[config.mk]
export PLATFORM = sky130hd
export DESIGN_NAME = lfa_adc_reader_flat
export DESIGN_NICKNAME = d
export VERILOG_FILES = /design/src/rtl/lfa_adc_reader_pkg.sv /design/src/rtl/lfa_adc_reader_if.sv /design/src/rtl/lfa_adc_reader_adc_spi_frame.sv /design/src/rtl/lfa_adc_reader.sv /design/src/flat_wrapper.sv
export SDC_FILE = /design/constraint.sdc
export NUM_CORES = 1
export LEC_CHECK = 0
export ABC_CLOCK_PERIOD_IN_PS = 1600
export CORE_ASPECT_RATIO = 0.7
export CORE_MARGIN = 10
export CORE_UTILIZATION = 47
export DETAILED_ROUTE_END_ITERATION = 10
export GPL_ROUTABILITY_DRIVEN = 0
export GPL_TIMING_DRIVEN = 0
export PLACE_DENSITY = 0.74
export SLEW_MARGIN = 20
export SYNTH_ARGS = -nofsm -noshare
export SYNTH_HDL_FRONTEND = slang
export SYNTH_SLANG_ARGS = --single-unit
[constraint.sdc]
create_clock -name clk_3125KHz -period 1.6 [get_ports clk_3125KHz]
set_clock_uncertainty 0.05 [all_clocks]
set_input_delay 0.24 -clock clk_3125KHz [delete_from_list [all_inputs] [get_ports clk_3125KHz]]
set_output_delay 0.24 -clock clk_3125KHz [all_outputs]
set_load 0.02 [all_outputs]
[src/rtl/lfa_adc_reader_pkg.sv]
// lfa_adc_pkg: shared types, frame constants and the averaging helper for the LFA ADC reader.
package lfa_adc_pkg;
  typedef enum logic [1:0] {SETUP, SHIFT, GAP} state_t;
  typedef enum logic [1:0] {SLOT_L, SLOT_M, SLOT_R} slot_t;
  localparam int FRAME_BITS = 16;
  localparam int SHIFT_CYCLES = 32;
  localparam int RESULT_W = 12;
  function automatic logic [RESULT_W-1:0] avg(input logic [RESULT_W-1:0] a, input logic [RESULT_W-1:0] b);
    logic [RESULT_W:0] s;
    s = {1'b0, a} + {1'b0, b};
    return s[RESULT_W:1];
  endfunction
endpackage

[src/rtl/lfa_adc_reader_if.sv]
// lfa_adc_reader_if: ADC pins plus the left/middle/right readings handed to the controller.
interface lfa_adc_reader_if;
  import lfa_adc_pkg::*;
  logic adc_cs_n;
  logic adc_sck;
  logic adc_din;
  logic adc_dout;
  logic [RESULT_W-1:0] left;
  logic [RESULT_W-1:0] middle;
  logic [RESULT_W-1:0] right;
  logic sample_valid;
  modport master(output adc_cs_n, adc_sck, adc_din, left, middle, right, sample_valid, input adc_dout);
  modport slave(input adc_cs_n, adc_sck, adc_din, left, middle, right, sample_valid, output adc_dout);
endinterface

[src/rtl/lfa_adc_reader_adc_spi_frame.sv]
// adc_spi_frame: one 16-bit ADC128S022 transfer; resets into SETUP, idles in GAP until start_i.
module adc_spi_frame
  import lfa_adc_pkg::*;
(
  input  logic                clk_3125KHz,
  input  logic                rst,
  input  logic                start_i,
  input  logic [2:0]          addr_i,
  input  logic                dout_i,
  output logic                done_o,
  output logic [RESULT_W-1:0] data_o,
  output logic                sck_o,
  output logic                din_o,
  output logic                cs_n_o
);
  state_t state_q, state_d;
  logic [4:0] b_q, b_d;
  logic [2:0] addr_q, addr_d;
  logic [RESULT_W-2:0] sr_q, sr_d;
  logic [FRAME_BITS-1:0] word;
  always_ff @(posedge clk_3125KHz) begin
    if (rst) begin
      state_q <= SETUP;
      b_q <= '0;
      addr_q <= '0;
      sr_q <= '0;
    end else begin
      state_q <= state_d;
      b_q <= b_d;
      addr_q <= addr_d;
      sr_q <= sr_d;
    end
  end
  // pins are gated by rst so a reset abandons the frame on the pins immediately
  always_comb begin
    word = {2'b00, addr_q, 11'b0};
    done_o = state_q == SHIFT && b_q == 5'(SHIFT_CYCLES - 1);
    state_d = state_q == SETUP ? SHIFT : done_o ? GAP : (state_q == GAP && start_i) ? SETUP : state_q;
    b_d = state_q == SHIFT ? b_q + 5'd1 : 5'd0;
    addr_d = state_q == SETUP ? addr_i : addr_q;
    sr_d = (state_q == SHIFT && b_q[0]) ? {sr_q[RESULT_W-3:0], dout_i} : sr_q;
    data_o = {sr_q, dout_i};
    cs_n_o = rst || state_q == GAP;
    sck_o = rst || state_q != SHIFT || b_q[0];
    din_o = !rst && state_q == SHIFT && word[4'd15 - b_q[4:1]];
  end
endmodule

[src/rtl/lfa_adc_reader.sv]
// lfa_adc_reader: round-robin L/M/R sampling of the ADC128S022 with a one-frame pipeline.
// Define LFA_ADC_FILTER_EN to average each new sample with the previous output.
module lfa_adc_reader
  import lfa_adc_pkg::*;
#(
  parameter logic [2:0] CH_LEFT = 3'd3,
  parameter logic [2:0] CH_MIDDLE = 3'd2,
  parameter logic [2:0] CH_RIGHT = 3'd1,
  parameter int GAP_CYCLES = 16
) (
  input logic clk_3125KHz,
  input logic rst,
  lfa_adc_reader_if.master bus
);
  localparam int GW = $clog2(GAP_CYCLES) + 1;
  slot_t slot_q, slot_d, prv;
  logic discard_q, discard_d, valid_q, valid_d, done, cs_n, start, commit;
  logic [2:0] addr;
  logic [GW-1:0] gap_q, gap_d;
  logic [RESULT_W-1:0] data, upd, left_q, left_d, middle_q, middle_d, right_q, right_d;
`ifdef LFA_ADC_FILTER_EN
  logic [RESULT_W-1:0] cur;
  logic [2:0] first_q, first_d;
  always_ff @(posedge clk_3125KHz) first_q <= rst ? 3'b111 : first_d;
`endif
  adc_spi_frame u_frame (
    .clk_3125KHz(clk_3125KHz),
    .rst(rst),
    .start_i(start),
    .addr_i(addr),
    .dout_i(bus.adc_dout),
    .done_o(done),
    .data_o(data),
    .sck_o(bus.adc_sck),
    .din_o(bus.adc_din),
    .cs_n_o(cs_n)
  );
  assign bus.adc_cs_n = cs_n;
  assign bus.left = left_q;
  assign bus.middle = middle_q;
  assign bus.right = right_q;
  assign bus.sample_valid = valid_q;
  always_ff @(posedge clk_3125KHz) begin
    if (rst) begin
      slot_q <= SLOT_L;
      discard_q <= 1'b1;
      valid_q <= 1'b0;
      gap_q <= '0;
      left_q <= '0;
      middle_q <= '0;
      right_q <= '0;
    end else begin
      slot_q <= slot_d;
      discard_q <= discard_d;
      valid_q <= valid_d;
      gap_q <= gap_d;
      left_q <= left_d;
      middle_q <= middle_d;
      right_q <= right_d;
    end
  end
  // the data finishing now belongs to the slot addressed in the previous frame
  always_comb begin
    addr = slot_q == SLOT_L ? CH_LEFT : slot_q == SLOT_M ? CH_MIDDLE : CH_RIGHT;
    prv = slot_q == SLOT_L ? SLOT_R : slot_q == SLOT_M ? SLOT_L : SLOT_M;
    slot_d = !done ? slot_q : slot_q == SLOT_L ? SLOT_M : slot_q == SLOT_M ? SLOT_R : SLOT_L;
    commit = done && !discard_q;
    discard_d = discard_q && !done;
`ifdef LFA_ADC_FILTER_EN
    cur = prv == SLOT_L ? left_q : prv == SLOT_M ? middle_q : right_q;
    upd = first_q[prv] ? data : avg(cur, data);
    first_d = commit ? first_q & ~(3'b001 << prv) : first_q;
`else
    upd = data;
`endif
    left_d = (commit && prv == SLOT_L) ? upd : left_q;
    middle_d = (commit && prv == SLOT_M) ? upd : middle_q;
    right_d = (commit && prv == SLOT_R) ? upd : right_q;
    valid_d = commit && prv == SLOT_R;
    gap_d = cs_n ? gap_q + 1'b1 : '0;
    start = cs_n && gap_q == GW'(GAP_CYCLES - 1);
  end
endmodule

[src/flat_wrapper.sv]
// flat-port wrapper written by rule: the top's interface ports become plain ports
module lfa_adc_reader_flat import lfa_adc_pkg::*;
#(
  parameter logic [2:0] CH_LEFT = 3'd3,
  parameter logic [2:0] CH_MIDDLE = 3'd2,
  parameter logic [2:0] CH_RIGHT = 3'd1,
  parameter int GAP_CYCLES = 16
)
  (clk_3125KHz, rst, bus_adc_cs_n, bus_adc_sck, bus_adc_din, bus_left, bus_middle, bus_right, bus_sample_valid, bus_adc_dout);
  lfa_adc_reader_if bus_i ();
  input logic clk_3125KHz;
  input logic rst;
  output wire logic [$bits(bus_i.adc_cs_n)-1:0] bus_adc_cs_n;
  output wire logic [$bits(bus_i.adc_sck)-1:0] bus_adc_sck;
  output wire logic [$bits(bus_i.adc_din)-1:0] bus_adc_din;
  output wire logic [$bits(bus_i.left)-1:0] bus_left;
  output wire logic [$bits(bus_i.middle)-1:0] bus_middle;
  output wire logic [$bits(bus_i.right)-1:0] bus_right;
  output wire logic [$bits(bus_i.sample_valid)-1:0] bus_sample_valid;
  input wire logic [$bits(bus_i.adc_dout)-1:0] bus_adc_dout;
  assign bus_adc_cs_n = bus_i.adc_cs_n;
  assign bus_adc_sck = bus_i.adc_sck;
  assign bus_adc_din = bus_i.adc_din;
  assign bus_left = bus_i.left;
  assign bus_middle = bus_i.middle;
  assign bus_right = bus_i.right;
  assign bus_sample_valid = bus_i.sample_valid;
  assign bus_i.adc_dout = bus_adc_dout;
  lfa_adc_reader #(.CH_LEFT(CH_LEFT), .CH_MIDDLE(CH_MIDDLE), .CH_RIGHT(CH_RIGHT), .GAP_CYCLES(GAP_CYCLES)) u_core (.clk_3125KHz(clk_3125KHz), .rst(rst), .bus(bus_i));
endmodule
==> impl_summary.log <==
[metrics] clock sink count: 65
[metrics] via count of the first global-routing pass: 1,831
[metrics] leading cell type in the layout, fill and taps excluded: sky130_fd_sc_hd__dfxtp_1
[metrics] die extent in y: 81.8 um
[metrics] proportion of layout cells with a drive suffix above 1: 19.0%
[metrics] Syn Nets: 249
[metrics] top library cells by usage in the layout, fill and taps aside: sky130_fd_sc_hd__dfxtp_1, sky130_fd_sc_hd__nand2b_1, sky130_fd_sc_hd__mux2i_1
[metrics] diode count: 0
[metrics] Final Hold Viols: 0
[metrics] clock insertion delay at the later pin of the skew report: 330 ps
[metrics] die outline width: 108 um
[metrics] Critical Path Sink Type: output pin
[metrics] Congestion Overflow GR: 0
[metrics] LEAKAGE: 2.00 nW
[metrics] kind of critical path: flop to output pin
[metrics] minimum clock period after layout: 1840 ps
[metrics] launch instance of the worst register-to-register path: u_core.u_frame.b_q[0]$_SDFF_PP0_
[metrics] drt drc: 0
[metrics] remaining antenna violation count after routing: 0
[metrics] result of the run: finished with violations
[metrics] starting utilization of the core area: 48.8%
[metrics] CTS clk-pin slew, worst paths: 60 ps
[metrics] first-pass GRT wire length: 9540 um
[metrics] via count of the routed design: 1,885
[metrics] # placed instances: 356
[metrics] Non-Filler Instances: 388
[metrics] critical-path maximum fanout: 5
[metrics] Final Max Tran Viols: 0
[metrics] start point of the critical path: u_core.u_frame.b_q[2]$_SDFF_PP0_
[metrics] #FFs+latches synth: 65
[metrics] utilization of the core after routing: 68.1%
[metrics] area of the placeable core: 5260 sq um
[metrics] number of buffers created by CTS: 9
[metrics] TritonCTS clock tree: done
[metrics] number of I/O port buffers: 42
[metrics] sequential-to-total area share from yosys stat: 50.7%
[metrics] largest vdd supply drop: 0.000610 V
[metrics] average instance area after synthesis: 10.6 sq um
[metrics] Worst Setup Slack, final: -239 ps
[metrics] Syn-to-layout area delta: 39.6%
[metrics] Worst Min Path Start: u_core.gap_q[0]$_SDFF_PP0_
[metrics] H-Tree Depth: 3
[metrics] Warnings, synthesis: 0
[metrics] number of filler instances in the final layout: 415
[metrics] pwr dens: 803 nW/um^2
[metrics] count of mapped cells out of synthesis: 242
[metrics] relative max-transition margin: 63.5%
[metrics] type of the worst min-delay path: flop to flop
[metrics] overall die area: 8860 sq um
[metrics] HPWL Detailed: 3850 um
[metrics] Max-Cap Viols: 0
[metrics] required time worst endpoint: 1310 ps
[metrics] clock buffer depth: 2
[metrics] fin nets: 318
[metrics] aggregate global-route resource usage: 14.0%
[metrics] fraction of the cycle the final worst path needs: 115%
[metrics] average via count per standard cell: 4.86
[metrics] Critical Path Start Type: flop
[metrics] arrival time worst endpoint: 1550 ps
[metrics] Setup Viol. Count Final: 40
[metrics] unrepaired setup endpoints after global routing: yes
[metrics] # rows: 22
[metrics] number of distinct library cells after synthesis: 30
[metrics] number of antenna violations at the first check in global routing: 0
[metrics] overall routed net length: 6160 um
[metrics] iteration count of the initial detailed-routing pass: 4
[metrics] Clock Root Buffer: sky130_fd_sc_hd__clkbuf_8
[metrics] Tightest Pin Transition: 547 ps
[metrics] Ports: 43
[metrics] pin count of the biggest net entering global routing: 11
[metrics] maximum frequency from static timing analysis: 0.544 GHz
[metrics] number of design-rule violations left by the first detailed-router iteration: 91
[metrics] cell area after synthesis: 2570 sq um
[metrics] violations in the final reports: negative setup slack
[metrics] average wire per standard cell: 15.9 um
## through the flow
step / total power (W) / setup TNS (ps) / hold slack [ps] / worst slack [ps] / instance area, sq um
after global routing: 0.00299 / -8060 / 427 / -328 / 3580
after CTS: 0.00291 / -5770 / 402 / -268 / 3430
after floorplan: 0.00173 / -834 / 334 / -83.4 / 2610
after detailed placement: 0.00177 / -10130 / 388 / -768 / 3120
after global placement: 0.00177 / -9820 / 376 / -768 / 3120
final: 0.00288 / -5690 / 395 / -239 / 3580
## flip-flops by register name, summed over array words and instances (netlist names)
signal	flops
u_core.bus.left	12
u_core.u_frame.sr_q	11
u_core.gap_q	5
u_core.discard_q	1
u_core.u_frame.addr_q	2
u_core.bus.right	12
u_core.slot_q	2
u_core.bus.middle	12
u_core.u_frame.state_q	2
u_core.bus.sample_valid	1
u_core.u_frame.b_q	5
## worst paths after layout
path | end | slack [ps] | depth (start not counted)
min reg2reg | u_core.gap_q[0]$_SDFF_PP0_ | 400 | 1
max reg2reg | u_core.bus.right[6]$_SDFFE_PP0P_ | -220 | 7
min | u_core.gap_q[0]$_SDFF_PP0_ | 400 | 1
max | bus_adc_din | -240 | 3
## per-layer routing
layer | up-vias | part of all wire, % | GRT usage (%)
met5 | - | 0 | 0
met1 | 901 | 46 | 17.5
li1 | 935 | - | -
met3 | 8 | 7.4 | 6.18
met2 | 41 | 45 | 20.9
met4 | 0 | 1.3 | 5.12
## critical path, stage by stage (launching register included)
cell and delay [ps]:
sky130_fd_sc_hd__dfxtp_2 340, sky130_fd_sc_hd__or4bb_1 520, sky130_fd_sc_hd__a211oi_2 190, sky130_fd_sc_hd__buf_4 170
## logic make-up (layout without fill, tap and decap cells)
group	after synthesis	after routing	synth area share (%)
AND/OR/NAND/NOR	95	95	21.2
flip-flops	65	65	50.7
multiplexers	49	49	19.1
buffers and inverters	18	92	4.00
AO/OA/AOI/OAI	7	7	1.66
adder cells (fa/ha/maj)	4	4	1.95
XOR/XNOR	4	4	1.37
## cell usage after synthesis
master	instances	area [sq um]
sky130_fd_sc_hd__a211oi_1	2	15.0
sky130_fd_sc_hd__a21o_1	1	7.51
sky130_fd_sc_hd__a21oi_1	2	10.0
sky130_fd_sc_hd__and2_1	1	6.26
sky130_fd_sc_hd__and3_1	2	12.5
sky130_fd_sc_hd__and4bb_1	1	12.5
sky130_fd_sc_hd__buf_12	1	20.0
sky130_fd_sc_hd__buf_2	3	15.0
sky130_fd_sc_hd__buf_4	2	15.0
sky130_fd_sc_hd__buf_6	1	11.3
sky130_fd_sc_hd__clkbuf_1	6	22.5
sky130_fd_sc_hd__dfxtp_1	65	1300
sky130_fd_sc_hd__ha_1	4	50.1
sky130_fd_sc_hd__inv_1	5	18.8
sky130_fd_sc_hd__mux2i_1	49	490
sky130_fd_sc_hd__nand2_1	2	7.51
sky130_fd_sc_hd__nand2b_1	49	307
sky130_fd_sc_hd__nand3_1	2	10.0
sky130_fd_sc_hd__nand3b_1	2	15.0
sky130_fd_sc_hd__nand4b_1	1	8.76
sky130_fd_sc_hd__nor2_1	26	97.6
sky130_fd_sc_hd__nor2b_1	3	18.8
sky130_fd_sc_hd__o21ai_0	2	10.0
sky130_fd_sc_hd__or2_2	1	6.26
sky130_fd_sc_hd__or2b_1	2	15.0
sky130_fd_sc_hd__or3_2	1	7.51
sky130_fd_sc_hd__or3b_1	1	8.76
sky130_fd_sc_hd__or4bb_1	1	11.3
sky130_fd_sc_hd__xnor2_1	2	17.5
sky130_fd_sc_hd__xor2_1	2	17.5
## where the power goes
part / internal [W] / switching [W] / total [W]
clock network: 0.000553 / 0.000584 / 0.00114
registers: 0.00162 / 0.00000753 / 0.00163
logic: 0.0000521 / 0.0000577 / 0.000110
total: 0.00223 / 0.000649 / 0.00288
## what timing repair did
action | CTS | global route
hold buffers | 0 | 0
setup buffers | 11 | 5
endpoints found under the setup margin | 47 | 64
pin swaps | 2 | 4
gates resized for setup | 50 | 34
cloned | 2 | 1
## final cells by class
class	instances	area, sq um	area share (%)
sequential	65	1320	36.8
multi-input combinational	159	1230	34.4
timing repair buffer	60	676	18.9
clock buffer	12	135	3.77
buffer	11	90.1	2.51
tap	72	90.1	2.51
clock inverter	4	20.0	0.559
inverter	5	18.8	0.524
(Power assumes the default switching activity.)
